File: src/rtl/clk_meter_pkg.sv
// clk_meter_pkg
// Shared types and helpers for the toggle-frequency meter:
//   meter_state_t  - IDLE / GATE / HOLD measurement sequencer states
//   gate_cnt_width - width of the gate-window down-counter for a given window
package clk_meter_pkg;

    typedef enum logic [1:0] {
        IDLE = 2'd0,
        GATE = 2'd1,
        HOLD = 2'd2
    } meter_state_t;

    // The counter is loaded with GATE_CYCLES-1 and counts down to 0, so
    // $clog2(GATE_CYCLES) bits are enough. Clamp to 1 bit for degenerate inputs.
    function automatic int gate_cnt_width(input int gate_cycles);
        if (gate_cycles < 2) begin
            return 1;
        end
        return $clog2(gate_cycles);
    endfunction

endpackage

File: src/rtl/sync_edge_det.sv
// sync_edge_det
// Brings an asynchronous toggle signal into the clk domain through a
// SYNC_STAGES flip-flop chain, keeps one history flop behind the chain and
// flags a rising edge for one cycle.
// Ports:
//   clk     in  fabric clock
//   rst     in  synchronous active-high reset, clears chain and history
//   meas_in in  asynchronous signal under measurement
//   rise    out high for one cycle per synchronized rising edge
module sync_edge_det #(
    parameter int SYNC_STAGES = 2
) (
    input  logic clk,
    input  logic rst,
    input  logic meas_in,
    output logic rise
);

    logic [SYNC_STAGES-1:0] sync_reg;
    logic                   hist_reg;

    // First stage samples the asynchronous input; later stages only resolve
    // metastability, so each just copies its predecessor.
    always_ff @(posedge clk) begin
        if (rst) begin
            sync_reg[0] <= 1'b0;
        end else begin
            sync_reg[0] <= meas_in;
        end
    end

    generate
        for (genvar gi = 1; gi < SYNC_STAGES; gi++) begin : g_sync
            always_ff @(posedge clk) begin
                if (rst) begin
                    sync_reg[gi] <= 1'b0;
                end else begin
                    sync_reg[gi] <= sync_reg[gi-1];
                end
            end
        end
    endgenerate

    always_ff @(posedge clk) begin
        if (rst) begin
            hist_reg <= 1'b0;
        end else begin
            hist_reg <= sync_reg[SYNC_STAGES-1];
        end
    end

    assign rise = sync_reg[SYNC_STAGES-1] & ~hist_reg;

endmodule

File: src/rtl/clk_toggle_meter.sv
// clk_toggle_meter
// Counts rising edges of an asynchronous heartbeat over a window of
// GATE_CYCLES clk cycles and presents the count through a valid/ready result.
// Ports:
//   clk          in  fabric clock (125 MHz nominal)
//   rst          in  synchronous active-high reset
//   meas_in      in  asynchronous toggle signal under measurement
//   start        in  request one measurement (honoured only when idle)
//   auto_rearm   in  start the next window right after each result handshake
//   busy         out high while gating or holding a result
//   result_valid out edge_count/overflow hold a result
//   result_ready in  consumer accepts the result
//   edge_count   out rising edges seen in the last window (saturating)
//   overflow     out edge counter saturated during the last window
module clk_toggle_meter
    import clk_meter_pkg::*;
#(
    parameter int GATE_CYCLES = 125_000_000,
    parameter int CNT_W       = 32,
    parameter int SYNC_STAGES = 2
) (
    input  logic             clk,
    input  logic             rst,
    input  logic             meas_in,
    input  logic             start,
    input  logic             auto_rearm,
    output logic             busy,
    output logic             result_valid,
    input  logic             result_ready,
    output logic [CNT_W-1:0] edge_count,
    output logic             overflow
);

    localparam int             GCW       = gate_cnt_width(GATE_CYCLES);
    localparam logic [GCW-1:0] GATE_LOAD = GCW'(GATE_CYCLES - 1);

    meter_state_t     state_reg, state_next;
    logic [GCW-1:0]   gate_cnt_reg;
    logic [CNT_W-1:0] acc_reg;
    logic             ovf_reg;
    logic             busy_reg, busy_next;
    logic             valid_reg, valid_next;
    logic [CNT_W-1:0] edge_count_reg;
    logic             overflow_reg;

    logic             rise;
    logic             acc_full;
    logic             sat_hit;
    logic [CNT_W-1:0] acc_next;
    logic             gate_last;
    logic             handshake;
    logic             load_gate;

    sync_edge_det #(
        .SYNC_STAGES (SYNC_STAGES)
    ) u_sync_edge_det (
        .clk     (clk),
        .rst     (rst),
        .meas_in (meas_in),
        .rise    (rise)
    );

    // Saturating increment: a rise at all-ones leaves acc alone and is
    // remembered as overflow instead.
    assign acc_full  = &acc_reg;
    assign sat_hit   = rise & acc_full;
    assign acc_next  = acc_reg + CNT_W'(rise & ~acc_full);

    assign gate_last = (state_reg == GATE) && (gate_cnt_reg == '0);
    assign handshake = (state_reg == HOLD) && valid_reg && result_ready;
    // Both a start from IDLE and an auto-rearm handshake open a fresh window.
    assign load_gate = ((state_reg == IDLE) && start) || (handshake && auto_rearm);

    // ---------------- state register ----------------
    always_ff @(posedge clk) begin
        if (rst) begin
            state_reg <= IDLE;
        end else begin
            state_reg <= state_next;
        end
    end

    // ---------------- next-state logic ----------------
    always_comb begin
        state_next = state_reg;
        unique case (state_reg)
            IDLE: begin
                if (start) begin
                    state_next = GATE;
                end
            end
            GATE: begin
                if (gate_last) begin
                    state_next = HOLD;
                end
            end
            HOLD: begin
                if (handshake) begin
                    state_next = auto_rearm ? GATE : IDLE;
                end
            end
            default: state_next = IDLE;
        endcase
    end

    // ---------------- output logic ----------------
    // Decoded from the next state so the registered flags line up with the
    // state they describe.
    always_comb begin
        busy_next  = (state_next != IDLE);
        valid_next = (state_next == HOLD);
    end

    always_ff @(posedge clk) begin
        if (rst) begin
            busy_reg  <= 1'b0;
            valid_reg <= 1'b0;
        end else begin
            busy_reg  <= busy_next;
            valid_reg <= valid_next;
        end
    end

    // ---------------- gate counter, accumulator, result ----------------
    always_ff @(posedge clk) begin
        if (rst) begin
            gate_cnt_reg   <= '0;
            acc_reg        <= '0;
            ovf_reg        <= 1'b0;
            edge_count_reg <= '0;
            overflow_reg   <= 1'b0;
        end else if (load_gate) begin
            gate_cnt_reg <= GATE_LOAD;
            acc_reg      <= '0;
            ovf_reg      <= 1'b0;
        end else if (state_reg == GATE) begin
            gate_cnt_reg <= gate_cnt_reg - GCW'(1);
            acc_reg      <= acc_next;
            ovf_reg      <= ovf_reg | sat_hit;
            // The final gate cycle's rise is folded straight into the result.
            if (gate_last) begin
                edge_count_reg <= acc_next;
                overflow_reg   <= ovf_reg | sat_hit;
            end
        end
    end

    assign busy         = busy_reg;
    assign result_valid = valid_reg;
    assign edge_count   = edge_count_reg;
    assign overflow     = overflow_reg;

endmodule

File: config.mk
export PLATFORM = sky130hd
export DESIGN_NAME = clk_toggle_meter
export DESIGN_NICKNAME = d
export VERILOG_FILES = /design/src/rtl/clk_meter_pkg.sv /design/src/rtl/sync_edge_det.sv /design/src/rtl/clk_toggle_meter.sv
export SDC_FILE = /design/constraint.sdc
export NUM_CORES = 1
export LEC_CHECK = 0
export BUFFER_PORTS_ARGS = -buffer_cell sky130_fd_sc_hd__buf_2
export CAP_MARGIN = 30
export CORE_ASPECT_RATIO = 1.25
export CORE_MARGIN = 2
export CORE_UTILIZATION = 26
export CTS_BUF_LIST = sky130_fd_sc_hd__clkbuf_4
export DETAILED_ROUTE_END_ITERATION = 7
export PLACE_DENSITY = 0.44
export SETUP_SLACK_MARGIN = 0.3
export SYNTH_ARGS = -nofsm -noshare
export SYNTH_HDL_FRONTEND = slang
export SYNTH_HIERARCHICAL = 1
export SYNTH_SLANG_ARGS = --single-unit
File: constraint.sdc
create_clock -name clk -period 4.6 [get_ports clk]
set_clock_uncertainty 0.2 [all_clocks]
set_input_delay 0.23 -clock clk [delete_from_list [all_inputs] [get_ports clk]]
set_output_delay 0.23 -clock clk [all_outputs]
set_load 0.02 [all_outputs]
==> metrics.csv, run 1 <==
metric,value,unit
postCtsSetupBuffers,0,
hold_violations,0,
holdWs,117.5,ps
grt_pass1_wl,18.77,mm
routed_wl,11.30,mm
power_switching,0.0004252,W
worst_path_dominant_cell_family,simple AND/OR/NAND/NOR gates,
drive_gt1_frac,0.1366,
h-tree-depth,3,
synth_warnings,6,
synth.top_cell.area_share,0.4172,
slowest_delay,650,ps
clkPwrFrac,0.302,
start_util,0.2651,
cts_sinks,100,
final.min_clock_period,3370,ps
crit_top_cell,nand4_1,
min_to,result_valid$_SDFF_PP0_,
cp-start-kind,flop,
yosys.area.top_type,dfxtp_1,
layout.nets,577,
overflow,0,
drc,0,
hpwl,8.009,mm
leakagePower,1.827,nW
pwr-share-seq,0.614,
critPathCaptureType,flop,
synth-edff-count,0,
worst-path-buf-inv,1,
final_common_cell,dfxtp_1,
setup_viol_count_final,0,
maxCapViolations,0,
num-fill-cells,1943,
grt_max_degree,61,
ys_types,48,
multiInputGateArea,2569,µm²
fp.coreArea,18100,µm²
clkLatencyLatePin,500,ps
synth_nets,559,
wire_per_inst,14.12,µm
ioPinCount,41,
yosysSeqAreaShare,0.4172,
viasPerCell,4.738,
die_w,125.5,µm
worstHoldPathCells,3,
min_path_type,in -> reg,
tightest_slew,985.4,ps
clockBufferDepth,2,
cts_tree,yes,
grt_pass1_vias,3754,
synth-seq-cells,100,
switching_share,0.2881,
reg2reg_slack,1230,ps
clk_pin_slew,180,ps
p_per_area,279.6,nW/µm²
dieArea,19560,µm²
register_area,2002,µm²
antenna_left,0,
slew_headroom,0.3395,
min_from,rst,
fmaxAchievable,296.8,MHz
cts_made_buffers,9,
antenna_found_initial,1,
syn_to_final_growth,10.01,%
final_cell_mix,"100 x dfxtp_1, 89 x nor2_1, 61 x xor2_1",
ys_async_sr_fraction,0,
port_buffers,40,
postCtsResizedCells,0,
vdd_drop_max,0.09430,mV
cts-root-buf,clkbuf_4,
postSynthCellCount,548,
dr.pass1.iters,4,
slowest_stage,nor4_2,
fin_crit_sh,0.7325,
syn_avg_cell_area,8.756,µm²
status,finished clean,
r2r_start,acc_reg[4]$_SDFFE_PP0P_,
worstPathArrival,3570,ps
crit_required,4800,ps
rr_worst_depth,11,
path_cells,nand4_2 > buf_4 > nor4_4 > and3_1 > a21boi_0 > ha_1 > nand4_1 > nor4_2 > nand4_1 > xor2_1 > a211oi_1,
track_usage,0.1192,
pwr-share-comb,0.085,
r2r-end,edge_count[29]$_SDFFE_PP0P_,
cp_max_fo,18,
ys.flop_type,dfxtp_1,
syn_area,4798,µm²
setup_tns,0,ps
routabilityCongestion,0.8354,
yosys-top-cells-area,"dfxtp_1 42%, xor2_1 11%, nor2_1 7.0%",
worstSetupPathType,reg -> reg,
die_h,155.9,µm
internal_power,0.001051,W
rows,55,
drt_iter0_drc,136,
rsz0062_at_grt,false,
slew_viol_final,0,
num_vias,3790,
## repair_timing
item	in CTS	in global routing
endpoints found under the setup margin	0	0
hold endpoints to repair	4	0
hold buffers	2	0
## metal layers
layer	GRT usage	up-vias	routed length (µm)
li1	-	1929	-
met5	0	-	0
met4	0.04021	0	213
met1	0.1357	1806	4946
met3	0.02881	16	315
met2	0.2172	39	5820
## worst min-delay path, delay by kind of cell
family                 cells  cell delay [ps]
buffers and inverters      2              400
and+or+nand+nor            1              160
## worst max-delay path by stage
stage / end / startpoint / depth (start not counted)
2_1_floorplan: edge_count[14]$_SDFFE_PP0P_ / acc_reg[5]$_SDFFE_PP0P_ / 13
3_3_place_gp: edge_count[14]$_SDFFE_PP0P_ / acc_reg[18]$_SDFFE_PP0P_ / 11
3_5_place_dp: edge_count[29]$_SDFFE_PP0P_ / acc_reg[5]$_SDFFE_PP0P_ / 11
4_1_cts: edge_count[29]$_SDFFE_PP0P_ / acc_reg[4]$_SDFFE_PP0P_ / 11
5_1_grt: edge_count[29]$_SDFFE_PP0P_ / acc_reg[5]$_SDFFE_PP0P_ / 11
6_report: edge_count[29]$_SDFFE_PP0P_ / acc_reg[4]$_SDFFE_PP0P_ / 11
## through the flow
stage | worst slack, ps | instances | util | total power, W | instance area [µm²]
2_1_floorplan | 1695 | 548 | - | 0.001016 | 4798
3_3_place_gp | 1321 | 780 | 0.2823 | 0.001047 | 5109
3_5_place_dp | 1278 | 781 | 0.2834 | 0.001050 | 5129
4_1_cts | 1234 | 799 | 0.2915 | 0.001502 | 5276
5_1_grt | 923.9 | 800 | 0.2917 | 0.001556 | 5279
6_report | 1230 | 800 | 0.2917 | 0.001476 | 5279
## cell families (layout without fill, tap and decap cells)
logic type / Yosys count / count (layout) / synth area share
compound gates: 55 / 55 / 0.07067
fa+ha+maj: 5 / 5 / 0.01304
buf+inv: 46 / 69 / 0.04824
xor+xnor: 81 / 81 / 0.1478
other cells: 0 / 1 / 0
flops: 100 / 100 / 0.4172
mux: 14 / 14 / 0.02920
simple gates: 247 / 247 / 0.2738
## cell usage after synthesis (4+ instances only)
cell,n
a21oi_1,25
dfxtp_1,100
nor4_1,11
buf_2,10
nor2_1,89
xnor2_1,20
mux2i_1,14
nor3_1,13
o21ai_0,6
ha_1,5
nand4b_1,4
and4_1,5
xor2_1,61
or4_1,4
nand3_1,23
inv_1,6
a211oi_1,15
clkbuf_1,23
nand2_1,35
nand4_1,27
nor2b_1,7
## final cells by class
class,instances,share of cell area
multi-input combinational,402,0.4866
sequential,100,0.3792
tap,228,0.05404
timing repair buffer,47,0.05120
clock buffer,9,0.01280
clock inverter,7,0.01138
inverter,6,0.004266
antenna,1,0.0004740
## power groups by stage
stage / Clock, W / Sequential [W] / Combinational (W)
global placement: 0 / 0.000923 / 0.000123
detailed placement: 0 / 0.000924 / 0.000126
CTS: 0.000469 / 0.000906 / 0.000128
floorplan: 0 / 0.000921 / 0.0000945
global route: 0.000504 / 0.000910 / 0.000142
finish: 0.000445 / 0.000905 / 0.000125
Note: power is estimated with default switching activity, not from simulation.
==> run 2: changes to the inputs <==
clock period = 3.25 ns   (was 4.6 ns; I/O delays follow)
==> run 2 against run 1 <==
Cell area rose by 4.8%. Global-route usage grew 0.55 points. Die area unchanged. Routed wire length rose by 2.9%. Via count up 2.8%. Critical path depth unchanged. Hold slack worse by 56 ps. Maximum frequency is 20% higher. Setup slack worse by 800 ps. Cell count grew 3.3%. First-iteration DRC count is 85% higher. Register-to-register slack worse by 800 ps. Largest power group unchanged. Highest routed layer unchanged.
==> metrics.csv, run 2 (same netlist as run 1, synthesis figures left out) <==
metric,value,unit,change
layout.nets,602,,+4.3%
hold_violations,0,,unchanged
maxCapViolations,0,,unchanged
antenna_left,0,,unchanged
dieArea,19560,µm²,unchanged
cp_max_fo,5,,-13
grt_pass1_wl,19.55,mm,+4.1%
clkLatencyLatePin,500,ps,about the same
setup_tns,0,ps,unchanged
die_h,155.9,µm,unchanged
leakagePower,1.956,nW,+7.0%
fp.coreArea,18100,µm²,unchanged
finalInstanceArea,5533,µm²,+4.8%
power_switching,0.0005792,W,+36%
worst_path_dominant_cell_family,simple AND/OR/NAND/NOR gates,,
tightest_slew,713.5,ps,-271.9 ps
rsz0062_at_grt,true,,
syn_to_final_growth,15.31,%,
hpwl,8.254,mm,+3.1%
track_usage,0.1247,,+0.005472
crit_required,3470,ps,-1330 ps
start_util,0.2651,,unchanged
fmaxAchievable,354.8,MHz,+20%
rows,55,,unchanged
final.min_clock_period,2818,ps,-551.0 ps
cp-start-kind,flop,,
clkPwrFrac,0.313,,+0.011
min_path_type,in -> reg,,
utilization,0.3057,,+0.01403
cts-root-buf,clkbuf_4,,
worst-path-buf-inv,1,,unchanged
h-tree-depth,3,,unchanged
dr.pass1.iters,4,,unchanged
slew_headroom,0.5226,,+0.1831
switching_share,0.2717,,-0.01647
port_buffers,40,,unchanged
overflow,0,,unchanged
viasPerCell,4.717,,-0.44%
worstPathArrival,3040,ps,-530 ps
slowest_stage,dfxtp_2,,
die_w,125.5,µm,unchanged
cts_sinks,100,,unchanged
setup_viol_count_final,0,,unchanged
placed_area,5261,µm²,+2.6%
p_per_area,385.3,nW/µm²,+38%
cts_tree,yes,,
antenna_found_initial,1,,unchanged
final_common_cell,nor2_1,,
drt_iter0_drc,252,,+85%
pwr-share-seq,0.601,,-0.013
critPathCaptureType,flop,,
status,finished clean,,
cts_made_buffers,9,,unchanged
routed_wl,11.62,mm,+2.9%
placed_cells,799,,+2.3%
fin_cells,826,,+3.3%
routabilityCongestion,0.8104,,-3.0%
worstSetupPathType,reg -> reg,,
drc,0,,unchanged
drive_gt1_frac,0.1963,,+0.05971
clk_pin_slew,150,ps,-30 ps
crit_top_cell,and4_1,,
num_vias,3896,,+2.8%
path_cells,and4_1 > and4_1 > a21boi_2 > ha_2 > ha_4 > nand2_1 > nor4_4 > buf_4 > nand3_1 > or3_1 > a21oi_1,,
grt_pass1_vias,3918,,+4.4%
final_cell_mix,"89 x nor2_1, 87 x dfxtp_1, 61 x xor2_1",,
slowest_delay,380,ps,-270 ps
clockBufferDepth,2,,unchanged
wire_per_inst,14.07,µm,-0.37%
layout_setup_ws,431.5,ps,-799.0 ps
grt_max_degree,49,,-20%
internal_power,0.001553,W,+48%
preCtsSetupSlack,174.0,ps,-1104 ps
pwr-share-comb,0.086,,about the same
slew_viol_final,0,,unchanged
vdd_drop_max,0.1605,mV,+70%
ioPinCount,41,,unchanged
fin_crit_sh,0.8672,,+0.1347
==> run 2: stage by stage <==
stage,hold slack (ps),power (W)
6_report,61.53,0.002132
5_1_grt,95.96,0.002244
4_1_cts,28.72,0.002177
3_5_place_dp,189.6,0.001489
3_3_place_gp,193.7,0.001486
2_1_floorplan,34.11,0.001438
==> run 2: path summary, 6_finish.rpt <==
kind | startpoint | depth (start not counted) | endpoint | slack, ps
worst max-delay path | acc_reg[25]$_SDFFE_PP0P_ | 11 | acc_reg[26]$_SDFFE_PP0P_ | 430
worst min-delay path | auto_rearm | 4 | gate_cnt_reg[1]$_SDFFE_PP0P_ | 60
worst max register to register | acc_reg[25]$_SDFFE_PP0P_ | 11 | acc_reg[26]$_SDFFE_PP0P_ | 430
worst min register to register | u_sync_edge_det/sync_reg[0]$_SDFF_PP0_ | 1 | u_sync_edge_det/sync_reg[1]$_SDFF_PP0_ | 270
==> run 2: cell type report <==
cell class | count | area, µm²
Antenna cell | 2 | 5.005
Clock buffer | 9 | 67.56
Clock inverter | 7 | 66.31
Fill cell | 1930 | 12570
Inverter | 6 | 22.52
Multi-Input combinational cell | 402 | 2603
Sequential cell | 100 | 2018
Tap cell | 228 | 285.3
Timing Repair Buffer | 72 | 465.4
==> run 2: what timing repair did <==
item                                   CTS  global route
pin swaps                                1             2
setup buffers                            2             2
setup endpoints to repair               18            27
hold buffers                             5             0
endpoints found under the hold margin   21             0
gates resized for setup                  5            17
==> run 2: worst min-delay path, stage by stage <==
cell and delay (ps):
buf_2 100, nand4_1 90, a21o_1 280, a21oi_1 100
==> run 2: metal layers <==
metal / vias to the layer above / global-route usage / routed length [µm]
met5: - / 0 / 0
met4: 0 / 0.05132 / 191
met3: 13 / 0.02606 / 324
met2: 52 / 0.2227 / 5904
met1: 1853 / 0.1445 / 5199
li1: 1978 / - / -
==> run 2: power groups by stage <==
stage                     Clock [W]  Sequential, W  Combinational (W)
after floorplan                   0        0.00130           0.000134
after global placement            0        0.00131           0.000178
after detailed placement          0        0.00131           0.000180
after CTS                  0.000709        0.00128           0.000186
after global routing       0.000751        0.00129           0.000204
final                      0.000666        0.00128           0.000183
==> run 3: changes to the inputs <==
SYNTH_HIERARCHICAL = not set   (was 1)
==> run 3 against run 2 <==
Sequential power is essentially flat. Maximum frequency shrank 2.9%. Power is essentially flat. Critical path depth is the same. Global-route usage grew 0.62 points. Synthesized cell count shrank 1.5%. Routed wire length grew 4.9%. Critical endpoint is now edge_count[30]$_SDFFE_PP0P_. Highest routed layer is now met5. Cell area is essentially flat. Critical path type unchanged. Non-clock buffer count shrank 2.
==> metrics.csv, run 3 <==
metric,value,unit,change
yosysSeqAreaShare,0.4279,,+0.01071
routed_wl,12.19,mm,+4.9%
wire_per_inst,14.95,µm,+6.3%
synth.top_cell.area_share,0.4279,,+0.01071
cts_sinks,100,,unchanged
rr_worst_depth,11,,unchanged
final.min_clock_period,2904,ps,+85.16 ps
preCtsSetupSlack,94.61,ps,-79.37 ps
grt_max_degree,59,,+20%
cp-start-kind,flop,,
pwr-share-seq,0.600,,about the same
ys_async_sr_fraction,0,,unchanged
antenna_left,0,,unchanged
layout.nets,597,,-0.83%
drive_gt1_frac,0.2237,,+0.02742
p_per_area,385.1,nW/µm²,about the same
postSynthCellCount,540,,-1.5%
leakagePower,1.867,nW,-4.5%
num_vias,3913,,+0.44%
final_cell_mix,"83 x dfxtp_1, 78 x nor2_1, 55 x xnor2_1",,
cts-root-buf,clkbuf_4,,
slew_headroom,0.4384,,-0.08423
ys_types,37,,-23%
die_h,154.0,µm,-1.2%
die_w,124.0,µm,-1.2%
syn_to_final_growth,18.32,%,
hpwl,8.185,mm,-0.83%
start_util,0.2663,,+0.001188
setup_tns,0,ps,unchanged
dr.pass1.iters,4,,unchanged
synth_nets,551,,-1.4%
antenna_found_initial,2,,+1
path_cells,nand2_2 > or4_4 > nor4_4 > nor2b_2 > ha_2 > ha_4 > and3_4 > nand2_4 > nor4_2 > xnor2_1 > a211oi_2,,
slowest_stage,or4_4,,
rsz0062_at_grt,true,,
cts_made_buffers,9,,unchanged
min_path_type,in -> reg,,
cts_tree,yes,,
fin_crit_sh,0.8934,,+0.02620
synth-edff-count,0,,unchanged
syn_area,4678,µm²,-2.5%
clkLatencyLatePin,490,ps,about the same
clk_pin_slew,180,ps,+30 ps
viasPerCell,4.801,,+1.8%
setup_viol_count_final,0,,unchanged
dieArea,19090,µm²,-2.4%
worstHoldPathCells,3,,-1
slew_viol_final,0,,unchanged
pwr-share-comb,0.083,,-0.003
grt_pass1_wl,19.53,mm,about the same
slowest_delay,560,ps,+180 ps
rows,54,,-1.8%
hold_violations,0,,unchanged
worstSetupPathType,reg -> reg,,
fp.coreArea,17570,µm²,-2.9%
power_switching,0.0005847,W,+0.95%
maxCapViolations,0,,unchanged
yosys.area.top_type,dfxtp_1,,
yosys-top-cells-count,"100 x dfxtp_1, 82 x nor2_1, 56 x xnor2_1, 33 x nand2_1, 32 x a21oi_1",,
synth.most_common_cell,dfxtp_1,,
switching_share,0.2742,,+0.002573
port_buffers,40,,unchanged
worstPathArrival,3070,ps,+30 ps
synth_warnings,0,,-6
layout_setup_ws,346.4,ps,-85.16 ps
track_usage,0.1309,,+0.006195
drc,0,,unchanged
utilization,0.3151,,+0.009397
num-fill-cells,1884,,-2.4%
routabilityCongestion,0.7880,,-2.8%
ioPinCount,41,,unchanged
h-tree-depth,3,,unchanged
drt_iter0_drc,181,,-28%
overflow,0,,unchanged
fmaxAchievable,344.4,MHz,-2.9%
synth-seq-cells,100,,unchanged
internal_power,0.001547,W,-0.35%
yosys-top-cells-area,"dfxtp_1 43%, xnor2_1 10%, nor2_1 6.6%",,
ys.flop_type,dfxtp_1,,
vdd_drop_max,0.1767,mV,+10%
cp_max_fo,4,,-1
clkPwrFrac,0.316,,+0.003
crit_required,3410,ps,-60 ps
status,finished clean,,
grt_pass1_vias,3889,,-0.74%
clockBufferDepth,2,,unchanged
syn_avg_cell_area,8.663,µm²,-1.1%
tightest_slew,842.5,ps,+129.0 ps
final_common_cell,dfxtp_1,,
critPathCaptureType,flop,,
-- run 3: cell types whose count changed after synthesis, moves of 4 or more --
cell	change
a211oi_1	+12
a21oi_1	+7
mux2i_1	-14
nand4_1	-11
nand4b_1	-4
nor2_1	-7
nor3_1	+11
nor4_1	+4
nor4_2	+5
or3_1	+6
xnor2_1	+36
xor2_1	-38
-- run 3: metal layers --
metal	part of all wire	global-route usage	vias to the layer above
li1	-	-	1976
met1	0.44	0.1648	1854
met2	0.50	0.2179	64
met3	0.038	0.02559	17
met4	0.016	0.05029	2
met5	0.00082	0	-
-- run 3: area by class of cell --
class / count / area (µm²) / area share
inverter: 7 / 26.28 / 0.004747
sequential: 100 / 2033 / 0.3673
clock inverter: 6 / 65.06 / 0.01175
tap: 224 / 280.3 / 0.05063
timing repair buffer: 70 / 430.4 / 0.07776
clock buffer: 9 / 67.56 / 0.01221
antenna: 1 / 2.502 / 0.0004521
multi-input combinational: 398 / 2630 / 0.4751
-- run 3: metrics by stage --
stage	hold WS [ps]	cells	area, µm²	power (W)
after floorplan	90.68	540	4706	0.001434
after global placement	184.3	790	5195	0.001484
after detailed placement	183.6	790	5195	0.001489
after CTS	104.3	808	5375	0.002177
after global routing	128.9	815	5535	0.002229
final	122.4	815	5535	0.002132
-- run 3: repair_timing --
item,CTS,global route
pin swaps,1,11
gates resized for setup,10,32
cloned,0,2
hold endpoints to repair,4,0
buffers inserted,1,4
hold buffers,2,0
setup endpoints to repair,37,36
-- run 3: critical path, delay by kind of cell, from the launching register on --
family,cells,cell delay (ps)
flops,1,400
fa+ha+maj,2,370
compound gates,1,100
xor+xnor,1,230
simple gates,7,1490
-- run 3: power by group through the flow --
| stage | sequential [W] | clock [W] | combinational (W) |
|---|---|---|---|
| final | 0.00128 | 0.000675 | 0.000177 |
| after global routing | 0.00129 | 0.000743 | 0.000201 |
| after CTS | 0.00128 | 0.000712 | 0.000182 |
| after detailed placement | 0.00131 | 0 | 0.000179 |
| after global placement | 0.00131 | 0 | 0.000176 |
| after floorplan | 0.00131 | 0 | 0.000128 |
-- run 3: cells by family after synthesis --
family                     count (synthesis)  synth area share
AOI/OAI and AO/OA                         75            0.1027
and+or+nand+nor                          237            0.2669
adders and majority gates                  5           0.01337
buffers and inverters                     44           0.04119
xor gates and xnor gates                  79            0.1479
DFF                                      100            0.4279
-- run 3: worst paths after layout --
check                                                 to  slack, ps                              startpoint
hold / removal             gate_cnt_reg[25]$_SDFFE_PP0P_        120                                     rst
setup / recovery             edge_count[30]$_SDFFE_PP0P_        350                acc_reg[11]$_SDFFE_PP0P_
hold reg to reg   u_sync_edge_det.sync_reg[1]$_SDFF_PP0_        260  u_sync_edge_det.sync_reg[0]$_SDFF_PP0_
setup reg to reg             edge_count[30]$_SDFFE_PP0P_        350                acc_reg[11]$_SDFFE_PP0P_
